File: src/rtl/writeback_merge_unit_if.sv
// Bundle for the writeback merge unit: pipeline WB slot, late-result queue
// push side, decode hazard query, and the register file write port.
interface writeback_merge_unit_if #(
    parameter int DATA_W = 32,
    parameter int ADDR_W = 5,
    parameter int DEPTH  = 4
);
    localparam int CNT_W = $clog2(DEPTH) + 1;

    logic              pipe_valid;
    logic [ADDR_W-1:0] pipe_addr;
    logic              pipe_data_sel;
    logic [DATA_W-1:0] AO;
    logic [DATA_W-1:0] MO;
    logic [2:0]        load_ext;
    logic [1:0]        byte_off;
    logic              late_valid;
    logic [ADDR_W-1:0] late_addr;
    logic [DATA_W-1:0] late_data;
    logic              late_ready;
    logic [ADDR_W-1:0] query_rs;
    logic [ADDR_W-1:0] query_rt;
    logic              pending_hit;
    logic              pipe_stall;
    logic              GRF_write_enable;
    logic [ADDR_W-1:0] GRF_write_addr;
    logic [DATA_W-1:0] GRF_write_data;
    logic [CNT_W-1:0]  fifo_count;

    modport slave (
        input  pipe_valid, pipe_addr, pipe_data_sel, AO, MO, load_ext, byte_off,
        input  late_valid, late_addr, late_data, query_rs, query_rt,
        output late_ready, pending_hit, pipe_stall,
        output GRF_write_enable, GRF_write_addr, GRF_write_data, fifo_count
    );

    modport master (
        output pipe_valid, pipe_addr, pipe_data_sel, AO, MO, load_ext, byte_off,
        output late_valid, late_addr, late_data, query_rs, query_rt,
        input  late_ready, pending_hit, pipe_stall,
        input  GRF_write_enable, GRF_write_addr, GRF_write_data, fifo_count
    );
endinterface

File: src/rtl/writeback_merge_unit.sv
// Merges the in-order WB slot with a FIFO of late multi-cycle results onto a
// single register file write port; the queue head is forced after MAX_WAIT.
module writeback_merge_unit #(
    parameter int DATA_W   = 32,
    parameter int ADDR_W   = 5,
    parameter int DEPTH    = 4,
    parameter int MAX_WAIT = 8
) (
    input  logic clk,
    input  logic reset,
    writeback_merge_unit_if.slave bus
);
    localparam int PTR_W  = $clog2(DEPTH);
    localparam int CNT_W  = PTR_W + 1;
    localparam int WAIT_W = $clog2(MAX_WAIT + 1);

    logic [ADDR_W-1:0] addr_mem_q [DEPTH];
    logic [ADDR_W-1:0] addr_mem_d [DEPTH];
    logic [DATA_W-1:0] data_mem_q [DEPTH];
    logic [DATA_W-1:0] data_mem_d [DEPTH];
    logic [PTR_W-1:0]  rd_ptr_q, rd_ptr_d, wr_ptr_q, wr_ptr_d, ent_off;
    logic [CNT_W-1:0]  count_q, count_d;
    logic [WAIT_W-1:0] wait_q, wait_d;

    logic [7:0]        ld_byte;
    logic [15:0]       ld_half;
    logic [DATA_W-1:0] mo_ext, cand_data;
    logic              cand, forced, q_nonempty, pipe_win, push, pop, hit;

    function automatic logic addr_hit(input logic [ADDR_W-1:0] a,
                                      input logic [ADDR_W-1:0] rs,
                                      input logic [ADDR_W-1:0] rt);
        return (a != '0) && ((a == rs) || (a == rt));
    endfunction

    always_comb begin
        ld_byte = bus.MO[8*bus.byte_off +: 8];
        ld_half = bus.MO[16*bus.byte_off[1] +: 16];
        case (bus.load_ext)
            3'b001:  mo_ext = {{(DATA_W-8){ld_byte[7]}}, ld_byte};
            3'b010:  mo_ext = {{(DATA_W-8){1'b0}}, ld_byte};
            3'b011:  mo_ext = {{(DATA_W-16){ld_half[15]}}, ld_half};
            3'b100:  mo_ext = {{(DATA_W-16){1'b0}}, ld_half};
            default: mo_ext = bus.MO;
        endcase
        cand_data = bus.pipe_data_sel ? mo_ext : bus.AO;
    end

    // Reset masks the queue so nothing queued is ever committed while it is being flushed.
    always_comb begin
        cand       = bus.pipe_valid && (bus.pipe_addr != '0);
        forced     = (wait_q == WAIT_W'(MAX_WAIT));
        q_nonempty = !reset && (count_q != '0);
        pipe_win   = cand && !forced;
        pop        = !pipe_win && q_nonempty;

        bus.late_ready = reset || (count_q != CNT_W'(DEPTH));
        push           = bus.late_valid && bus.late_ready && (bus.late_addr != '0);
        bus.pipe_stall = !reset && forced && cand;
        bus.fifo_count = count_q;

        bus.GRF_write_enable = pipe_win || pop;
        bus.GRF_write_addr   = '0;
        bus.GRF_write_data   = '0;
        if (pipe_win) begin
            bus.GRF_write_addr = bus.pipe_addr;
            bus.GRF_write_data = cand_data;
        end else if (pop) begin
            bus.GRF_write_addr = addr_mem_q[rd_ptr_q];
            bus.GRF_write_data = data_mem_q[rd_ptr_q];
        end
    end

    always_comb begin
        ent_off = '0;
        hit     = bus.late_valid && addr_hit(bus.late_addr, bus.query_rs, bus.query_rt);
        for (int i = 0; i < DEPTH; i++) begin
            ent_off = PTR_W'(i) - rd_ptr_q;
            if (({1'b0, ent_off} < count_q) && addr_hit(addr_mem_q[i], bus.query_rs, bus.query_rt))
                hit = 1'b1;
        end
        bus.pending_hit = !reset && hit;
    end

    always_comb begin
        addr_mem_d = addr_mem_q;
        data_mem_d = data_mem_q;
        wr_ptr_d   = wr_ptr_q;
        rd_ptr_d   = rd_ptr_q;
        if (push) begin
            addr_mem_d[wr_ptr_q] = bus.late_addr;
            data_mem_d[wr_ptr_q] = bus.late_data;
            wr_ptr_d             = wr_ptr_q + 1'b1;
        end
        if (pop)
            rd_ptr_d = rd_ptr_q + 1'b1;
        count_d = count_q + CNT_W'(push) - CNT_W'(pop);
        wait_d  = ((count_q != '0) && !pop) ? wait_q + 1'b1 : '0;
    end

    always_ff @(posedge clk) begin
        addr_mem_q <= addr_mem_d;
        data_mem_q <= data_mem_d;
        if (reset) begin
            rd_ptr_q <= '0;
            wr_ptr_q <= '0;
            count_q  <= '0;
            wait_q   <= '0;
        end else begin
            rd_ptr_q <= rd_ptr_d;
            wr_ptr_q <= wr_ptr_d;
            count_q  <= count_d;
            wait_q   <= wait_d;
        end
    end
endmodule

File: src/flat_wrapper.sv
// flat-port wrapper written by rule: the top's interface ports become plain ports
module writeback_merge_unit_flat 
#(
    parameter int DATA_W   = 32,
    parameter int ADDR_W   = 5,
    parameter int DEPTH    = 4,
    parameter int MAX_WAIT = 8
)
  (clk, reset, bus_pipe_valid, bus_pipe_addr, bus_pipe_data_sel, bus_AO, bus_MO, bus_load_ext, bus_byte_off, bus_late_valid, bus_late_addr, bus_late_data, bus_query_rs, bus_query_rt, bus_late_ready, bus_pending_hit, bus_pipe_stall, bus_GRF_write_enable, bus_GRF_write_addr, bus_GRF_write_data, bus_fifo_count);
  writeback_merge_unit_if #(.DATA_W(DATA_W), .ADDR_W(ADDR_W), .DEPTH(DEPTH)) bus_i ();
  input  logic clk;
  input  logic reset;
  input wire logic [$bits(bus_i.pipe_valid)-1:0] bus_pipe_valid;
  input wire logic [$bits(bus_i.pipe_addr)-1:0] bus_pipe_addr;
  input wire logic [$bits(bus_i.pipe_data_sel)-1:0] bus_pipe_data_sel;
  input wire logic [$bits(bus_i.AO)-1:0] bus_AO;
  input wire logic [$bits(bus_i.MO)-1:0] bus_MO;
  input wire logic [$bits(bus_i.load_ext)-1:0] bus_load_ext;
  input wire logic [$bits(bus_i.byte_off)-1:0] bus_byte_off;
  input wire logic [$bits(bus_i.late_valid)-1:0] bus_late_valid;
  input wire logic [$bits(bus_i.late_addr)-1:0] bus_late_addr;
  input wire logic [$bits(bus_i.late_data)-1:0] bus_late_data;
  input wire logic [$bits(bus_i.query_rs)-1:0] bus_query_rs;
  input wire logic [$bits(bus_i.query_rt)-1:0] bus_query_rt;
  output wire logic [$bits(bus_i.late_ready)-1:0] bus_late_ready;
  output wire logic [$bits(bus_i.pending_hit)-1:0] bus_pending_hit;
  output wire logic [$bits(bus_i.pipe_stall)-1:0] bus_pipe_stall;
  output wire logic [$bits(bus_i.GRF_write_enable)-1:0] bus_GRF_write_enable;
  output wire logic [$bits(bus_i.GRF_write_addr)-1:0] bus_GRF_write_addr;
  output wire logic [$bits(bus_i.GRF_write_data)-1:0] bus_GRF_write_data;
  output wire logic [$bits(bus_i.fifo_count)-1:0] bus_fifo_count;
  assign bus_i.pipe_valid = bus_pipe_valid;
  assign bus_i.pipe_addr = bus_pipe_addr;
  assign bus_i.pipe_data_sel = bus_pipe_data_sel;
  assign bus_i.AO = bus_AO;
  assign bus_i.MO = bus_MO;
  assign bus_i.load_ext = bus_load_ext;
  assign bus_i.byte_off = bus_byte_off;
  assign bus_i.late_valid = bus_late_valid;
  assign bus_i.late_addr = bus_late_addr;
  assign bus_i.late_data = bus_late_data;
  assign bus_i.query_rs = bus_query_rs;
  assign bus_i.query_rt = bus_query_rt;
  assign bus_late_ready = bus_i.late_ready;
  assign bus_pending_hit = bus_i.pending_hit;
  assign bus_pipe_stall = bus_i.pipe_stall;
  assign bus_GRF_write_enable = bus_i.GRF_write_enable;
  assign bus_GRF_write_addr = bus_i.GRF_write_addr;
  assign bus_GRF_write_data = bus_i.GRF_write_data;
  assign bus_fifo_count = bus_i.fifo_count;
  writeback_merge_unit #(.DATA_W(DATA_W), .ADDR_W(ADDR_W), .DEPTH(DEPTH), .MAX_WAIT(MAX_WAIT)) u_core (.clk(clk), .reset(reset), .bus(bus_i));
endmodule
File: config.mk
export PLATFORM = sky130hd
export DESIGN_NAME = writeback_merge_unit_flat
export DESIGN_NICKNAME = d
export VERILOG_FILES = /design/src/rtl/writeback_merge_unit_if.sv /design/src/rtl/writeback_merge_unit.sv /design/src/flat_wrapper.sv
export SDC_FILE = /design/constraint.sdc
export NUM_CORES = 1
export LEC_CHECK = 0
export CAP_MARGIN = 40
export CORE_MARGIN = 2
export CORE_UTILIZATION = 45
export DETAILED_ROUTE_END_ITERATION = 16
export PLACE_DENSITY = 0.71
export SLEW_MARGIN = 20
export SYNTH_ARGS = -nofsm -noshare
export SYNTH_HDL_FRONTEND = slang
export SYNTH_SLANG_ARGS = --single-unit
File: constraint.sdc
create_clock -name clk -period 3.8 [get_ports clk]
set_clock_uncertainty 0.2 [all_clocks]
set_input_delay 0.76 -clock clk [delete_from_list [all_inputs] [get_ports clk]]
set_output_delay 0.76 -clock clk [all_outputs]
set_load 0.01 [all_outputs]
==> flow_summary.toml <==
[timing]
timing.final.crit_period_ns = 3.72
slew_violations = 0
rsz0062_at_grt = "no"
fmax_mhz = 269
period_share = 0.979
fin_ws_ns = 0.0816
finalHoldViolations = 0
setup_viol = 0
maxSlewHeadroom = 0.688
tightest_slew_ns = 0.467

[placement]
hpwl_mm = 16.9
dpl.cell_count = 1067
gp_congestion = 0.910
io_buffer_count = 169
dp_slack_ns = -0.490
placed_area_sq_um = 10900

[floorplanning]
fp.dieH_um = 141
ios = 170
design.core.area_sq_um = 18500
dieArea_sq_um = 19800
die_x_um = 141
start_util = 0.455
rows = 50

[finish]
instances_no_fill = 1109
seq_area_sq_um = 4670
fillers = 1416
fin_area_sq_um = 11600
drive_gt1_frac = 0.239
fin_util = 0.628
multi_input_comb_area_sq_um = 3650
nNetsFinal = 1000
area_growth_pct = 38.0

[synth]
syn_inst = 642
synth_top_area_cell = "edfxtp_1"
synth_top_flop_cell = "edfxtp_1"
netlist_area_sq_um = 8430
synth.area.top_cells = "edfxtp_1 53%, mux4_2 10%, xor2_1 4.3%"
synth_edf_count = 148
ys_warn_count = 0
yosysTopAreaCellShare = 0.527
synth.most_common_cell = "edfxtp_1"
synthTopCellsByCount = "148 x edfxtp_1, 44 x nor2_1, 41 x xor2_1, 38 x mux4_2, 31 x a21oi_1"
syn_nets = 781
yosysSeqAreaShare = 0.553
ys_seq_elements = 159
async_reset_ff_frac = 0
synth_area_per_cell_sq_um = 13.1
synth_cell_types = 56

[routing]
drc = 0
first_pass_iters = 4
dr_total_vias = 6503
drt-initial-drc-count = 620
wl_per_cell_um = 21.7
vias_per_cell = 5.86
drt-total-wl_mm = 24.0
ant_nets = 0

[critical_path]
critPathCaptureType = "primary output"
rrSetupSlack_ns = 0.83
critPathKind = "in2out"
startpoint_type = "input pin"
endpoint = "bus_GRF_write_data[7]"
crit_start = "bus_pipe_addr[3]"
reg2reg_depth = 16
cp.arrival_ns = 2.76
rr_startpoint = "u_core.wait_q[0]"
worst-path-max-fanout = 8
r2r_end = "u_core.bus.fifo_count[2]"
required_ns = 2.84

[clocking]
cts_tree = "yes"
cts.sinks = 159
cts_htree_levels = 4
clock_latency_ns = 0.42
clockBufferDepth = 2
clkSlewWorstSetupHoldPaths_ns = 0.06
cts_root_buffer = "clkbuf_16"
numCtsBuffers = 17

[global_routing]
grtUsageTotal = 0.243
grt_pass1_wl_mm = 36.5
grt_pass1_vias = 6712
use_met2 = 0.400
grt-ovfl-total = 0
busiest_layer = "met2"
gr-usage-met3 = 0.0499
met1_usage = 0.317
grt_antenna_before_repair = 2
grt_max_degree = 38

[status]
status = "completed"

[power_and_ir_drop]
p_sw_frac = 0.289
p_switching_w = 0.00158
combPwrFrac = 0.274
ir_drop_v = 0.000402
power_w = 0.00546
p_clk_frac = 0.327
p_int_w = 0.00388
p_leak_nw = 4.10
power_density_nw_per_um2 = 469
p_seq_frac = 0.399

[hold_path]
hp-class = "reg2reg"

[job]
drv_cap = 0
metrics by stage:
stage	setup TNS (ns)	hold WS (ns)
global placement	-12.30	0.239
detailed placement	-14.04	0.269
global route	0	0.296
floorplan	0	0.230
CTS	-0.0514	0.284
finish	0	0.284
layer usage:
layer | up-vias | wire length [um]
met5 | - | 0
met4 | 0 | 745
met3 | 48 | 1650
met2 | 288 | 11800
met1 | 3226 | 9830
li1 | 2941 | -
layout make-up:
type,instances,share of cell area
Clock buffer,17,0.0366
Tap cell,234,0.0252
Timing Repair Buffer,249,0.200
Timing Repair inverter,1,0.000968
Antenna cell,1,0.000215
Inverter,15,0.00549
Multi-Input combinational cell,418,0.314
Clock inverter,15,0.0167
Sequential cell,159,0.401
cell usage in the layout (no fill, tap or decap), types with 11 or more instances in the layout:
master,synthesis,final
inv_1,12,12
clkbuf_16,0,17
xnor2_1,18,17
buf_4,2,69
buf_2,19,11
xor2_1,41,41
nor3_1,20,19
a21oi_1,31,29
mux4_2,38,38
dlygate4sd2_1,0,24
clkdlybuf4s50_1,0,124
nand2b_1,23,23
nand2_1,18,17
edfxtp_1,148,148
ha_1,12,12
o21ai_0,19,19
nand3_1,21,21
nor2_1,44,44
o2bb2ai_1,17,15
cell families (layout without fill, tap and decap cells):
| kind of cell | after synthesis | in the layout | synth area share |
|---|---|---|---|
| and+or+nand+nor | 172 | 172 | 0.109 |
| other | 0 | 1 | 0 |
| buffers and inverters | 65 | 297 | 0.0346 |
| DFF | 159 | 159 | 0.553 |
| adders and majority gates | 13 | 13 | 0.0202 |
| AOI/OAI and AO/OA | 131 | 131 | 0.113 |
| muxes | 42 | 42 | 0.106 |
| xor gates and xnor gates | 60 | 60 | 0.0632 |
how the worst min path moves through the flow:
stage | startpoint | endpoint | depth (start not counted)
after floorplan | u_core.wait_q[0] | u_core.wait_q[0] | 1
after global placement | u_core.wait_q[0] | u_core.wait_q[0] | 1
after detailed placement | u_core.wait_q[0] | u_core.wait_q[0] | 1
after CTS | u_core.wait_q[0] | u_core.wait_q[0] | 1
after global routing | u_core.wait_q[0] | u_core.wait_q[0] | 1
final | u_core.wait_q[0] | u_core.wait_q[0] | 1
timing repair:
action	CTS	global route
gates resized for setup	106	16
setup buffers	8	0
hold buffers	0	0
setup endpoints to repair	39	23
pin swaps	3	2
gates cloned	1	0
endpoints found under the hold margin	0	0
state kept, by name, indices dropped and copies added (netlist names):
register               cells
u_core.rd_ptr_q            2
u_core.addr_mem_q         20
u_core.data_mem_q        128
u_core.wait_q              4
u_core.wr_ptr_q            2
u_core.bus.fifo_count      3
worst max-delay path: stages:
cell	delay (ns)
clkdlybuf4s50_1	0.43
or4_4	0.52
o211ai_4	0.26
buf_6	0.14
nand2_4	0.08
inv_8	0.12
buf_4	0.15
o2bb2ai_2	0.13
buf_2	0.16
power by group through the flow:
stage	clock, W	combinational, W	sequential (W)
3_5_place_dp	0	0.00149	0.00221
6_report	0.00179	0.00149	0.00218
5_1_grt	0.00188	0.00161	0.00219
2_1_floorplan	0	0.000824	0.00219
4_1_cts	0.00181	0.00149	0.00218
3_3_place_gp	0	0.00146	0.00220
No activity file was read; power rests on OpenSTA's default activity.
